File: src/rtl/sfp_vec3_sub_pipe.sv
// Two-stage pipelined 3-component fixed-point subtractor with fraction/integer resize,
// valid/ready handshake and range-violation statistics.
module sfp_vec3_sub_pipe #(
  parameter int IW_IN  = 3,
  parameter int QW_IN  = 4,
  parameter int IW_OUT = 3,
  parameter int QW_OUT = 2,
  parameter int CLIP   = 1
) (
  input  logic                       clk,
  input  logic                       rst,
  input  logic                       in_valid,
  output logic                       in_ready,
  input  logic [IW_IN+QW_IN:0]       a_x,
  input  logic [IW_IN+QW_IN:0]       a_y,
  input  logic [IW_IN+QW_IN:0]       a_z,
  input  logic [IW_IN+QW_IN:0]       b_x,
  input  logic [IW_IN+QW_IN:0]       b_y,
  input  logic [IW_IN+QW_IN:0]       b_z,
  output logic                       out_valid,
  input  logic                       out_ready,
  output logic [IW_OUT+QW_OUT:0]     d_x,
  output logic [IW_OUT+QW_OUT:0]     d_y,
  output logic [IW_OUT+QW_OUT:0]     d_z,
  output logic                       out_clip,
  output logic                       clip_sticky,
  output logic [15:0]                clip_count,
  input  logic                       clip_clr
);
  localparam int WI  = IW_IN + QW_IN + 1;
  localparam int WO  = IW_OUT + QW_OUT + 1;
  localparam int WD  = WI + 1;
  localparam int SHR = (QW_OUT < QW_IN) ? (QW_IN - QW_OUT) : 0;
  localparam int SHL = (QW_OUT >= QW_IN) ? (QW_OUT - QW_IN) : 0;
  localparam int WB  = WD + SHL;
  localparam int WC  = ((WB > WO) ? WB : WO) + 1;
  // Output range limits expressed in the widened compare domain.
  localparam logic signed [WC-1:0] MAXC = signed'({{(WC-WO+1){1'b0}}, {(WO-1){1'b1}}});
  localparam logic signed [WC-1:0] MINC = signed'({{(WC-WO+1){1'b1}}, {(WO-1){1'b0}}});

  logic [2:0][WI-1:0] w_a;
  logic [2:0][WI-1:0] w_b;
  logic [2:0][WD-1:0] r_s1_d;
  logic [2:0][WO-1:0] w_res;
  logic [2:0]         w_viol;
  logic [2:0][WO-1:0] r_s2_d;
  logic               r_s1_v;
  logic               r_s2_v;
  logic               r_s2_clip;
  logic               r_sticky;
  logic [15:0]        r_count;
  logic               w_s1_adv;
  logic               w_in_xfer;
  logic               w_out_xfer;

  assign w_a = {a_z, a_y, a_x};
  assign w_b = {b_z, b_y, b_x};

  assign w_s1_adv   = !r_s2_v || out_ready;
  assign in_ready   = !r_s1_v || w_s1_adv;
  assign w_in_xfer  = in_valid && in_ready;
  assign w_out_xfer = r_s2_v && out_ready;

  for (genvar g = 0; g < 3; g++) begin : g_comp
    logic signed [WB-1:0] w_sh;
    logic signed [WC-1:0] w_c;
    logic                 w_hi;
    logic                 w_lo;

    // Arithmetic right shift floors toward minus infinity when dropping LSBs.
    assign w_sh = (WB'(signed'(r_s1_d[g])) >>> SHR) <<< SHL;
    assign w_c  = WC'(w_sh);
    assign w_hi = w_c > MAXC;
    assign w_lo = w_c < MINC;
    assign w_viol[g] = w_hi || w_lo;
    assign w_res[g]  = (CLIP != 0 && w_hi) ? MAXC[WO-1:0] :
                       (CLIP != 0 && w_lo) ? MINC[WO-1:0] : w_c[WO-1:0];
  end

  always_ff @(posedge clk) begin
    if (rst) begin
      r_s1_v <= 1'b0;
      r_s1_d <= '0;
    end else begin
      if (in_ready) r_s1_v <= in_valid;
      if (w_in_xfer) begin
        for (int k = 0; k < 3; k++)
          r_s1_d[k] <= WD'(signed'(w_a[k])) - WD'(signed'(w_b[k]));
      end
    end
  end

  always_ff @(posedge clk) begin
    if (rst) begin
      r_s2_v    <= 1'b0;
      r_s2_d    <= '0;
      r_s2_clip <= 1'b0;
    end else if (w_s1_adv) begin
      r_s2_v <= r_s1_v;
      if (r_s1_v) begin
        r_s2_d    <= w_res;
        r_s2_clip <= |w_viol;
      end
    end
  end

  // A clear in the same cycle as a clipped transfer takes priority.
  always_ff @(posedge clk) begin
    if (rst || clip_clr) begin
      r_sticky <= 1'b0;
      r_count  <= '0;
    end else if (w_out_xfer && r_s2_clip) begin
      r_sticky <= 1'b1;
      if (r_count != 16'hFFFF) r_count <= r_count + 16'd1;
    end
  end

  assign out_valid   = r_s2_v;
  assign d_x         = r_s2_d[0];
  assign d_y         = r_s2_d[1];
  assign d_z         = r_s2_d[2];
  assign out_clip    = r_s2_clip;
  assign clip_sticky = r_sticky;
  assign clip_count  = r_count;
endmodule

File: config.mk
export PLATFORM = sky130hd
export DESIGN_NAME = sfp_vec3_sub_pipe
export DESIGN_NICKNAME = d
export VERILOG_FILES = /design/src/rtl/sfp_vec3_sub_pipe.sv
export SDC_FILE = /design/constraint.sdc
export NUM_CORES = 1
export LEC_CHECK = 0
export ABC_AREA = 1
export BUFFER_PORTS_ARGS = -buffer_cell sky130_fd_sc_hd__buf_2
export CORE_MARGIN = 2
export CORE_UTILIZATION = 60
export CTS_BUF_LIST = sky130_fd_sc_hd__clkbuf_8
export CTS_CLUSTER_DIAMETER = 80
export DETAILED_ROUTE_END_ITERATION = 6
export GPL_TIMING_DRIVEN = 0
export PLACE_DENSITY_LB_ADDON = 0.15
export SYNTH_ARGS = -nofsm -noshare
export SYNTH_HDL_FRONTEND = slang
export SYNTH_SLANG_ARGS = --single-unit
export TNS_END_PERCENT = 20
File: constraint.sdc
create_clock -name clk -period 3.34 [get_ports clk]
set_input_delay 0.334 -clock clk [delete_from_list [all_inputs] [get_ports clk]]
set_output_delay 0.334 -clock clk [all_outputs]
set_load 0.02 [all_outputs]
## Word level (Yosys, flattened, before mapping)

Cells that the tools add are included.

- Bits in registers: 65
- Bits in latches: 0
- Bits in writable memories: 0
- Memory bits (read-only): 0
- Input port bits: 53
- Output and inout bits: 38
- Logic and storage cells: 42
- Memories kept: 0

- Add/sub/neg operators: 4
- Multiply operators: 0
- Divide/modulo/power cells: 0
- Order comparisons: 6
- Equal/unequal tests: 1
- Shift-type cells: 0
- Multiplexer cells: 6
- Bitwise operators: 0
- Reduce and logical (&&, ||, !) cells: 14

Operators with widths:

| kind | number |
|---|---|
| two-way mux 6 bit | 6 |
| subtractor 8 x 8 -> 9 bit | 3 |
| > comparator 7 x 6 -> 1 bit (second input constant) | 3 |
| less-than comparator 7 x 6 -> 1 bit (second input constant) | 3 |
| adder 16 x 1 -> 16 bit (second input constant) | 1 |
| inequality test 16 bit (second input constant) | 1 |
| logical OR 1 bit | 6 |
| AND reduction 2 bit | 2 |
| logical AND 1 bit | 3 |
| OR reduction 3 bit | 1 |
| logical NOT 1 bit | 2 |

## Longest topological paths before layout

- Depth in word-level cells: 4
- Gate-level depth with buffers: 12
- Depth with buffers taken out: 12

## Worst setup path before layout

OpenSTA, ideal clock, no wires.

- Path kind: flip-flop to flip-flop
- Start point: register r_count[0] (netlist: clip_count[0])
- End point: register r_count[5] (netlist: clip_count[5])
- Library setup time: 0.132 ns
- Data arrival time: 1.640 ns
- Required time: 3.208 ns
- Slack: 1.567 ns
- Cell stages (with the launch flop): 10
- Period minus slack after synthesis: 1.773 ns
- Cells stage by stage: dfxtp_1 > ha_1 > inv_1 > nor2_2 > nand2_2 > o21ai_4 > inv_2 > buf_6 > nand2_1 > a21oi_1

- Word-level cells in the longest chain between the ends: 2
- Elaborated cells between the ends (all ways): 3
- Those cells by class: 1 x add/sub; 1 x eq/ne; 1 x reduce/logical

Ends and longest elaborated chain:

| item | line | RTL |
|---|---|---|
| start: declaration | 51 | `logic [15:0] r_count;` |
| start signal: assignment | 114 | `if (r_count != 16'hFFFF) r_count <= r_count + 16'd1;` |
| parallel branches: the longest is 2 deep, another holds adder 16 x 1 -> 16 bit | n/a |  |

Parallel ways; which one is timed is not known.
A chain may end at the register's enable or synchronous reset.

## Worst setup path in the final report

- Start point: register r_count[0] (netlist: clip_count[0])
- End point: register r_count[10] (netlist: clip_count[10])

The elaborated chain is that of the path after synthesis.

==> results.sh <==
export IMPL_synthTopCellsByArea="dfxtp_1, nand2_1, inv_1, ha_1, nor2_1"
export IMPL_synth_edf_count=0
export IMPL_area_growth_pct=20.2
export IMPL_clkSlewWorstSetupHoldPaths_ns=0.06
export IMPL_via_count=3946
export IMPL_drv_slew=0
export IMPL_die_area_um2=6820
export IMPL_rows=28
export IMPL_synth_warnings=0
export IMPL_ctsResizeCount=0
export IMPL_cp_end_kind="register"
export IMPL_post_cts_buffers=0
export IMPL_track_usage_pct=26.7
export IMPL_start_util_pct=62.2
export IMPL_grt_antenna_before_repair=0
export IMPL_drtIter0Drc=210
export IMPL_min_period_ns=1.93
export IMPL_cap_violations=0
export IMPL_top_usage_layer="met2"
export IMPL_cpMaxStageDelayCell="dfxtp_1"
export IMPL_synth_ff_type="dfxtp_1"
export IMPL_syn_avg_cell_area_um2=6.20
export IMPL_grt_setup_unrepaired="false"
export IMPL_yosys_area_top_type_share_pct=31.9
export IMPL_crit_type="register to register"
export IMPL_met3_usage_pct=5.54
export IMPL_power_uw=1820
export IMPL_htreeDepth=3
export IMPL_worstPathMaxFanout=10
export IMPL_vias_per_cell=5.07
export IMPL_syn_num_nets=673
export IMPL_wirelength_mm=8.81
export IMPL_die_w_um=82.6
export IMPL_tightestPinTransition_ns=0.527
export IMPL_finalSetupViolCount=0
export IMPL_io_pins=91
export IMPL_synth_cells=598
export IMPL_hold_path_class="input port to register"
export IMPL_max_stage_delay_ns=0.47
export IMPL_dr_pass1_iters=5
export IMPL_r2r_slack_ns=1.41
export IMPL_arrival_ns=2.13
export IMPL_synth_top_family_by_area="simple AND/OR/NAND/NOR gates"
export IMPL_fill_cells=509
export IMPL_hold_viol=0
export IMPL_gr_usage_met1_pct=31.1
export IMPL_cts_hold_buf=0
export IMPL_yosysSeqAreaShare_pct=31.9
export IMPL_grt_pass1_vias=3502
export IMPL_drtAntennaViolNets=0
export IMPL_cts_buffers=9
export IMPL_synth_top_area_cell="dfxtp_1"
export IMPL_ys_async_sr_fraction_pct=0
export IMPL_antenna_cells=0
export IMPL_cp_num_buf_inv=3
export IMPL_path_delay_family="flip-flops"
export IMPL_p_leak_uw=0.00241
export IMPL_overflow=0
export IMPL_synth_compound_area_share_pct=13.0
export IMPL_cts_tree="built"
export IMPL_numClockSinks=59
export IMPL_core_um2=5960
export IMPL_synthMuxAreaShare_pct=0
export IMPL_layout_worst_path_cycle_share_pct=57.7
export IMPL_fin_nets=773
export IMPL_ir_drop_mv=0.258
export IMPL_setup_tns_final_ns=0
export IMPL_synthSimpleGateAreaFrac_pct=32.1
export IMPL_clock_latency_ns=0.34
export IMPL_synth_xor_area_share_pct=3.31
export IMPL_drc=0
export IMPL_grt_max_degree=11
export IMPL_use_met2_pct=48.0
export IMPL_ys_types=26
export IMPL_die_h_um=82.6
export IMPL_io_buffers=89
export IMPL_slew_headroom_pct=64.9
export IMPL_synthAdderAreaFrac_pct=7.43
export IMPL_syn_area_um2=3700
export IMPL_status="completed"
export IMPL_synthMostInstantiatedCell="nand2_1"
export IMPL_cts_root_buffer_cell="clkbuf_8"
export IMPL_crit_chain="ha_1 > inv_1 > nor2_2 > nand2_2 > o21ai_4 > inv_2 > buf_6 > nand2_1 > a21oi_1"
export IMPL_synth_common_cells="nand2_1, inv_1, nor2_1"
export IMPL_cts_buffer_depth=2
export IMPL_gp_congestion=0.904
export IMPL_powerDensity_nw_per_um2=409
export IMPL_wire_per_inst_um=11.3
export IMPL_grt_pass1_wl_mm=14.1
export IMPL_required_ns=3.54
export IMPL_hpwl_mm=6.82
export IMPL_layout_drive_gt1_share_pct=16.1
export IMPL_timing_fmax_mhz=519
export IMPL_synth_seq_cells=59
export IMPL_critPathLaunchType="register"
export IMPL_skew_ns=0.00772
## layout make-up
type / instances / area, um2 / area share (%)
Clock inverter: 7 / 85.1 / 1.91
Multi-Input combinational cell: 422 / 2070 / 46.4
Clock buffer: 9 / 124 / 2.78
Inverter: 104 / 390 / 8.77
Buffer: 13 / 66.3 / 1.49
Sequential cell: 59 / 1180 / 26.5
Tap cell: 75 / 93.8 / 2.11
Timing Repair Buffer: 89 / 445 / 10.0
## logic make-up (layout without fill, tap and decap cells)
| logic type | count (synthesis) | after routing |
|---|---|---|
| xor+xnor | 14 | 14 |
| compound gates | 90 | 90 |
| flops | 59 | 59 |
| simple gates | 296 | 296 |
| fa+ha+maj | 22 | 22 |
| buf+inv | 117 | 222 |
## cells in the final DEF (no fill, tap or decap), drive strengths merged
master      n
a211oi      1
a21o        1
a21oi      51
a31oi       1
buf        96
bufinv      2
clkbuf     15
clkinv      2
clkinvlp    1
dfxtp      59
ha         22
inv       106
nand2     177
nand3      35
nand4       8
nor2       73
nor3        3
o211ai      1
o21a        1
o21ai      31
o21bai      3
xnor2       2
xor2       12
## flip-flops by register name, indices dropped and copies added, names as in the netlist
| name | flops |
|---|---|
| clip_count | 16 |
| r_s1_v | 1 |
| out_valid | 1 |
| d_x | 6 |
| d_y | 6 |
| out_clip | 1 |
| clip_sticky | 1 |
| g_comp.w_c | 21 |
| d_z | 6 |
## per-stage QoR
step	util, %	hold WS, ns	instances	worst slack (ns)	cell area, um2
after floorplan	-	0.455	598	1.57	3700
after global placement	71.3	0.452	762	1.48	4240
after detailed placement	71.3	0.455	762	1.42	4240
after CTS	74.8	0.281	778	1.41	4450
after global routing	74.8	0.291	778	1.27	4450
final	74.8	0.293	778	1.41	4450
## path summary, 6_finish.rpt
| kind | startpoint | cells after the start | end |
|---|---|---|---|
| setup / recovery | clip_count[0] | 9 | clip_count[10] |
| setup reg to reg | clip_count[0] | 9 | clip_count[10] |
| hold reg to reg | d_y[4] | 2 | d_y[4] |
| hold / removal | clip_clr | 3 | clip_sticky |
## routing by layer
layer	share of wire [%]	vias to the layer above
met5	0	-
met4	1.4	0
met3	5.1	10
met2	50	104
met1	43	1771
li1	-	2061
## worst reg2reg max path: stages, from the launching register on
cell	delay, ns
dfxtp_1	0.47
ha_1	0.32
inv_1	0.08
nor2_2	0.16
nand2_2	0.11
o21ai_4	0.26
inv_2	0.12
buf_6	0.16
nand2_1	0.06
a21oi_1	0.06
## where the power goes
| part | switching, uW | internal (uW) | leakage [uW] |
|---|---|---|---|
| Sequential | 21.5 | 743 | 0.000483 |
| Clock | 282 | 412 | 0.000112 |
| Combinational | 225 | 139 | 0.00182 |
| Total | 528 | 1290 | 0.00241 |
Power figures use the tool's default switching activity.
